**src/rtl/lab20_priority_encoder.sv**
```systemverilog
// Registered N-to-log2(N) encoder with strict/MSB/LSB/round-robin modes; 1-cycle latency.
// in_ready drops only while a result is held and out_ready=0; the held result stays frozen.
module lab20_priority_encoder #(
  parameter int DATA_SIZE = 2,
  parameter int CNT_W     = 8
) (
  input  logic                       clk,
  input  logic                       rst_n,
  input  logic [(1<<DATA_SIZE)-1:0]  i,
  input  logic [1:0]                 mode,
  input  logic                       in_valid,
  output logic                       in_ready,
  output logic [DATA_SIZE-1:0]       y,
  output logic                       flag_valid,
  output logic                       multi_hot,
  output logic                       out_valid,
  input  logic                       out_ready,
  input  logic                       err_clr,
  output logic [CNT_W-1:0]           err_cnt
);

  localparam int N = 1 << DATA_SIZE;

  localparam logic [1:0] MODE_STRICT = 2'd0;
  localparam logic [1:0] MODE_MSB    = 2'd1;
  localparam logic [1:0] MODE_LSB    = 2'd2;
  localparam logic [1:0] MODE_RR     = 2'd3;

  logic                 out_valid_q, out_valid_d;
  logic [DATA_SIZE-1:0] y_q, y_d;
  logic                 flag_q, flag_d;
  logic                 multi_q, multi_d;
  logic [DATA_SIZE-1:0] ptr_q, ptr_d;
  logic [CNT_W-1:0]     err_q, err_d;

  logic [DATA_SIZE:0]   popcnt;
  logic [DATA_SIZE-1:0] msb_idx;
  logic [DATA_SIZE-1:0] lsb_idx;
  logic [DATA_SIZE-1:0] rr_idx;
  logic [DATA_SIZE-1:0] rr_probe;
  logic                 any_set;
  logic                 accept;

  assign in_ready = !out_valid_q || out_ready;
  assign accept   = in_valid && in_ready;
  assign any_set  = |i;

  // Index scans: ascending loop leaves the highest set bit, descending the lowest.
  always_comb begin
    popcnt   = '0;
    msb_idx  = '0;
    lsb_idx  = '0;
    rr_idx   = '0;
    rr_probe = '0;
    for (int j = 0; j < N; j++) begin
      popcnt = popcnt + (DATA_SIZE+1)'(i[j]);
      if (i[j]) msb_idx = DATA_SIZE'(j);
    end
    for (int j = N-1; j >= 0; j--) begin
      if (i[j]) lsb_idx = DATA_SIZE'(j);
    end
    // Walk ptr+N-1 down to ptr so the final hit is the first one in search order.
    for (int j = N-1; j >= 0; j--) begin
      rr_probe = ptr_q + DATA_SIZE'(j);
      if (i[rr_probe]) rr_idx = rr_probe;
    end
  end

  always_comb begin
    y_d         = y_q;
    flag_d      = flag_q;
    multi_d     = multi_q;
    out_valid_d = out_valid_q;
    ptr_d       = ptr_q;
    err_d       = err_q;

    if (accept) begin
      out_valid_d = 1'b1;
      multi_d     = (popcnt >= (DATA_SIZE+1)'(2));
      y_d         = '0;
      flag_d      = 1'b0;
      case (mode)
        MODE_STRICT: begin
          if (popcnt == (DATA_SIZE+1)'(1)) begin
            y_d    = lsb_idx;
            flag_d = 1'b1;
          end
        end
        MODE_MSB: begin
          if (any_set) begin
            y_d    = msb_idx;
            flag_d = 1'b1;
          end
        end
        MODE_LSB: begin
          if (any_set) begin
            y_d    = lsb_idx;
            flag_d = 1'b1;
          end
        end
        MODE_RR: begin
          if (any_set) begin
            y_d    = rr_idx;
            flag_d = 1'b1;
            ptr_d  = rr_idx + DATA_SIZE'(1);
          end
        end
        default: ;
      endcase
      if (!flag_d && (err_q != '1)) err_d = err_q + CNT_W'(1);
    end else if (out_ready) begin
      out_valid_d = 1'b0;
    end

    if (err_clr) err_d = '0;
  end

  always_ff @(posedge clk or negedge rst_n) begin
    if (!rst_n) begin
      out_valid_q <= 1'b0;
      y_q         <= '0;
      flag_q      <= 1'b0;
      multi_q     <= 1'b0;
      ptr_q       <= '0;
      err_q       <= '0;
    end else begin
      out_valid_q <= out_valid_d;
      y_q         <= y_d;
      flag_q      <= flag_d;
      multi_q     <= multi_d;
      ptr_q       <= ptr_d;
      err_q       <= err_d;
    end
  end

  assign out_valid  = out_valid_q;
  assign y          = y_q;
  assign flag_valid = flag_q;
  assign multi_hot  = multi_q;
  assign err_cnt    = err_q;

endmodule

```
**config.mk**
```make
export PLATFORM = sky130hd
export DESIGN_NAME = lab20_priority_encoder
export DESIGN_NICKNAME = d
export VERILOG_FILES = /design/src/rtl/lab20_priority_encoder.sv
export SDC_FILE = /design/constraint.sdc
export NUM_CORES = 1
export LEC_CHECK = 0
export BUFFER_PORTS_ARGS = -buffer_cell sky130_fd_sc_hd__buf_2
export CAP_MARGIN = 10
export CORE_MARGIN = 5
export CORE_UTILIZATION = 50
export DETAILED_ROUTE_END_ITERATION = 10
export MAX_ROUTING_LAYER = met4
export PLACE_DENSITY_LB_ADDON = 0.08
export SLEW_MARGIN = 20
export SYNTH_ARGS = -nofsm -noshare
export SYNTH_HDL_FRONTEND = slang
export SYNTH_SLANG_ARGS = --single-unit
```
**constraint.sdc**
```tcl
create_clock -name clk -period 2.25 [get_ports clk]
set_input_delay 0.1125 -clock clk [delete_from_list [all_inputs] [get_ports clk]]
set_output_delay 0.1125 -clock clk [all_outputs]
set_load 0.01 [all_outputs]
```
* Word level (Yosys, flattened, before mapping)
Index checks and enable logic that the tools add are counted.
** Storage, ports and cells
- Memories kept :: 0
- Input bits :: 11
- Bits in latches :: 0
- Register bits after elaboration :: 15
- Logic and storage cells :: 70
- ROM bits :: 0
- Memory bits (writable) :: 0
** Operators by class
- $add $sub $neg :: 8
- Magnitude comparators :: 5
- Multipliers :: 0
- Reduce and logical (&&, ||, !) cells :: 13
- Shift-type cells :: 0
- Bitwise logic cells :: 0
- Eq/ne operators :: 5
- Muxes and demuxes :: 33
- Div/mod/pow operators :: 0
** Operators by type and width (number)
- $mux 2 :: 14
- $mux 8 :: 3
- $lt 2x3->1 const B :: 4
- $mux 1 :: 10
- $add 8x1->8 const B :: 1
- $bmux 1 s2 :: 4
- $ne 8x8->1 const B :: 1
- $pmux 2 s4 :: 1
- $reduce_bool 2->1 :: 3
- $add 2x1->2 const B :: 2
- $add 2x2->2 const B :: 2
- $eq 2x2->1 const B :: 2
- $reduce_or 4->1 :: 1
- $add 2x1->3 :: 1
- $add 3x1->3 :: 1
- $eq 3x1->1 const B :: 1
- $ge 3x2->1 const B :: 1
- $reduce_and 3->1 :: 1
- $reduce_or 3->1 :: 1
- $add 1x1->2 :: 1
- $eq 2x1->1 const B :: 1
- $logic_and 1x1->1 :: 2
- $logic_not 1->1 :: 2
- $logic_not 2->1 :: 1
- other kinds (3) :: 3

* Depth between registers and ports, before layout
- Depth in word-level cells :: 12
- Mapped depth :: 12
- Depth with buffers taken out :: 11

* Least setup slack after synthesis
OpenSTA, ideal clock, no wires.
- Path type :: input to register
- Start point :: in i[1]
- End point :: reg err_q[7] (netlist: err_cnt[7])
- Path slack :: -453 ps
- Buffers on the path :: 1
- Arrival time :: 2625 ps
- Stages on the path :: 12
- Cell sequence :: inv_1 -> fa_1 -> inv_1 -> ha_1 -> inv_1 -> ha_1 -> nor4_1 -> a22o_1 -> or3_1 -> buf_2 -> or4_1 -> a21oi_1
** On the way
- Longest elaborated chain between the ends :: 11
- Elaborated cells between the ends (all ways) :: 13
- Those cells by class :: 3 x add/sub; 1 x eq/ne; 4 x mux; 5 x reduce/logical
** RTL lines
- start, declared :: line 9 : input logic [(1<<DATA_SIZE)-1:0] i,
- $add 1x1->2 :: line 56 : popcnt = popcnt + (DATA_SIZE+1)'(i[j]);
- $add 2x1->3 :: line 56
- $add 3x1->3 :: line 56
- $eq 3x1->1 :: line 84 : if (popcnt == (DATA_SIZE+1)'(1)) begin
- $mux 1 :: line 84
- $pmux 1 s2 (*) :: line 82 : case (mode)
- $mux 1 (*) :: line 77 : if (accept) begin
- $logic_not 1->1 (*) :: line 110 : if (!flag_d && (err_q != '1)) err_d = err_q + CNT_W'(1);
- $logic_and 1x1->1 (*) :: line 110
- $reduce_bool 2->1 (no source line) (*)
- $reduce_and 2->1 (no source line) (*)
- end signal, assigned :: line 132 : err_q <= err_d;
- end, declared :: line 34 : logic [CNT_W-1:0] err_q, err_d;
Mark *: on every way between the ends. The rest lies on a longest branch, timed or not. The select of a mux whose other input is x is not followed.
A chain may end at the register's enable or synchronous reset.

* Worst setup path in the final report
- Start point :: in i[1]
- End point :: reg err_q[5] (netlist: err_cnt[5])
Same word-level chain as after synthesis.

==> results.cfg <==
[final_layout]
final_area_sq_um = 1360
antennaDiodeCount = 0
syn_to_final_growth_pct = 35.7
nets = 172
fin_cells = 181
drive_above_1_share_pct = 38.3

[placement]
place_area_sq_um = 1230
io_buffers = 24
dp.cells = 174
dp_hpwl_um = 1840
place_congestion = 0.814

[clock_tree]
clk_latency_ns = 0.28
clock_sinks = 15
cts_buffers = 3
cts_tree = yes
path_clk_slew_ns = 0.09
cts-root-buf = clkbuf_4
h-tree-depth = 1
clockBufferDepth = 2

[sta]
worst_pin_slew_ns = 0.466
setup_ws_ns = -0.0485
final_hold_viol_count = 0
fmax_mhz = 435
finalCriticalPeriod_ns = 2.30
whs_ns = 0.0524
setup_viol = 1
slew_headroom_pct = 68.8
finalCritPeriodShare_pct = 102
rsz0062_at_grt = yes
finClkSkew_ns = 0.00580
report.final.slew_viol_count = 0

[yosys]
ys_types = 38
ys_warn_count = 0
ys_seq_area_share_pct = 37.6
synth_largest_area_cell = dfrtp_1
synth_edf_count = 0
synth_top_cells_by_area = dfrtp_1 (38%), ha_1 (6.3%), nor2_1 (5.3%)
synth_seq_cells = 15
synthesis.nets = 132
synthFlopType = dfrtp_1
synth.most_common_cell = dfrtp_1
netlist_top_cells_count = dfrtp_1 (15), nor2_1 (14), inv_1 (11), nand2_1 (9)
synth_area_per_cell_sq_um = 8.68
netlist_instances = 115
netlist.area_leader.share_pct = 37.6
synthArstFlopShare_pct = 100
synthesis.area_sq_um = 998

[worst_setup_path]
crit_fanout = 3
slowest_stage = or4_4
r2r_start = err_cnt[3]
cp_slowest_stage_delay_ns = 0.48
path_class = input pin to register
arrival_ns = 2.51
required_ns = 2.46
cp-end-kind = register
crit_chain = buf_6, clkinvlp_4, fa_1, inv_2, ha_4, inv_2, ha_4, nor4_2, a22o_1, or3_4, or4_4, a21oi_2
reg2reg_depth = 5
crit_start = i[1]
crit_path_start_kind = input pin

[floorplanning]
die-area_sq_um = 2990
start_util_pct = 51.4
num_rows = 16
die_w_um = 54.7
core_sq_um = 1940
die_h_um = 54.7
ioPinCount = 25

[outcome]
status = finished with violations
violations = setup timing

[detailed_routing]
drt_iter0_drc = 18
first_pass_iters = 4
drc = 0
drtAntennaViolNets = 0
vias_per_cell = 5.51
vias = 997
wirelength_um = 2420
wl_per_cell_um = 13.3

[pwr]
p_per_area_nw_per_um2 = 529
leakage_nw = 0.615
power_uw = 717
vdd_drop_max_mv = 0.288

[global_route]
gr-total-overflow = 0
grt_pass1_wl_um = 4000
grt_pass1_vias = 940
grt_antenna_before_repair = 0
grt_max_degree = 16
gr-usage-all-layers_pct = 19.0

[hold_path]
hold_path.class = input pin to register
hold_path_depth = 2
hp-start = in_valid

[flow_run]
cap_violations = 0
## registers in the layout, summed over array words and instances (netlist names)
register and cells:
err_cnt 8, y 2, out_valid 1, ptr_q 2, multi_hot 1, flag_valid 1
## worst max-delay path: cells and delay by family
family                   cells  cell delay (ns)
AO/OA/AOI/OAI                2             0.35
buffers and inverters        4             0.28
AND/OR/NAND/NOR              3             0.90
adder cells (fa/ha/maj)      3             0.85
## metal layers
metal | up-vias | GRT usage [%] | part of all wire [%]
met5 | - | - | 0
met4 | 0 | 11.2 | 3.0
met3 | 8 | 1.63 | 4.6
met2 | 27 | 33.1 | 51
met1 | 467 | 20.8 | 42
li1 | 495 | - | -
## timing repair
action / CTS / global route
setup buffers: 1 / 1
resized for setup: 10 / 7
pin swaps: 4 / 3
hold buffers: 1 / 0
endpoints found under the setup margin: 3 / 8
hold endpoints to repair: 15 / 0
## logic make-up after synthesis
group | share of synthesized area (%)
AO/OA/AOI/OAI | 17.7
XOR/XNOR | 4.39
adder cells (fa/ha/maj) | 8.27
buffers and inverters | 6.89
flip-flops | 37.6
multiplexers | 2.01
AND/OR/NAND/NOR | 23.2
## area by class of cell
class	instances	area, sq um
Sequential cell	15	375
Fill cell	165	587
Inverter	11	45.0
Clock buffer	4	26.3
Tap cell	27	33.8
Multi-Input combinational cell	84	619
Timing Repair Buffer	40	255
## layout by cell type, fill, tap and decap left out, drive strengths merged, types with 3 or more instances in the layout
master	n
a21oi	5
buf	39
clkbuf	4
dfrtp	15
ha	5
inv	10
nand2	9
nand2b	3
nand3	3
nor2	14
nor4	4
o21ai	4
o31ai	3
xnor2	3
## power by group
| group | internal (mW) | switching, mW | leakage, nW | total, mW |
|---|---|---|---|---|
| clock | 0.0686 | 0.0863 | 0.0150 | 0.155 |
| combinational | 0.113 | 0.119 | 0.409 | 0.232 |
| sequential | 0.297 | 0.0329 | 0.190 | 0.330 |
## path summary, 6_finish.rpt
check                             end  slack [ns]
setup / recovery           err_cnt[5]       -0.05
hold / removal              out_valid        0.05
setup reg to reg           err_cnt[5]        0.20
hold reg to reg            flag_valid        0.50
max in group asynchronous   out_valid        1.75
min in group asynchronous  err_cnt[4]        0.25
## per-stage QoR
stage	worst slack (ns)	utilization [%]	TNS, ns
2_1_floorplan	-0.369	-	-0.710
4_1_cts	-0.0895	67.7	-0.0953
5_1_grt	-0.151	69.8	-0.811
3_5_place_dp	-0.451	63.6	-2.85
3_3_place_gp	-0.356	63.6	-1.99
6_report	-0.0485	69.8	-0.0485
Power figures use the tool's default switching activity.
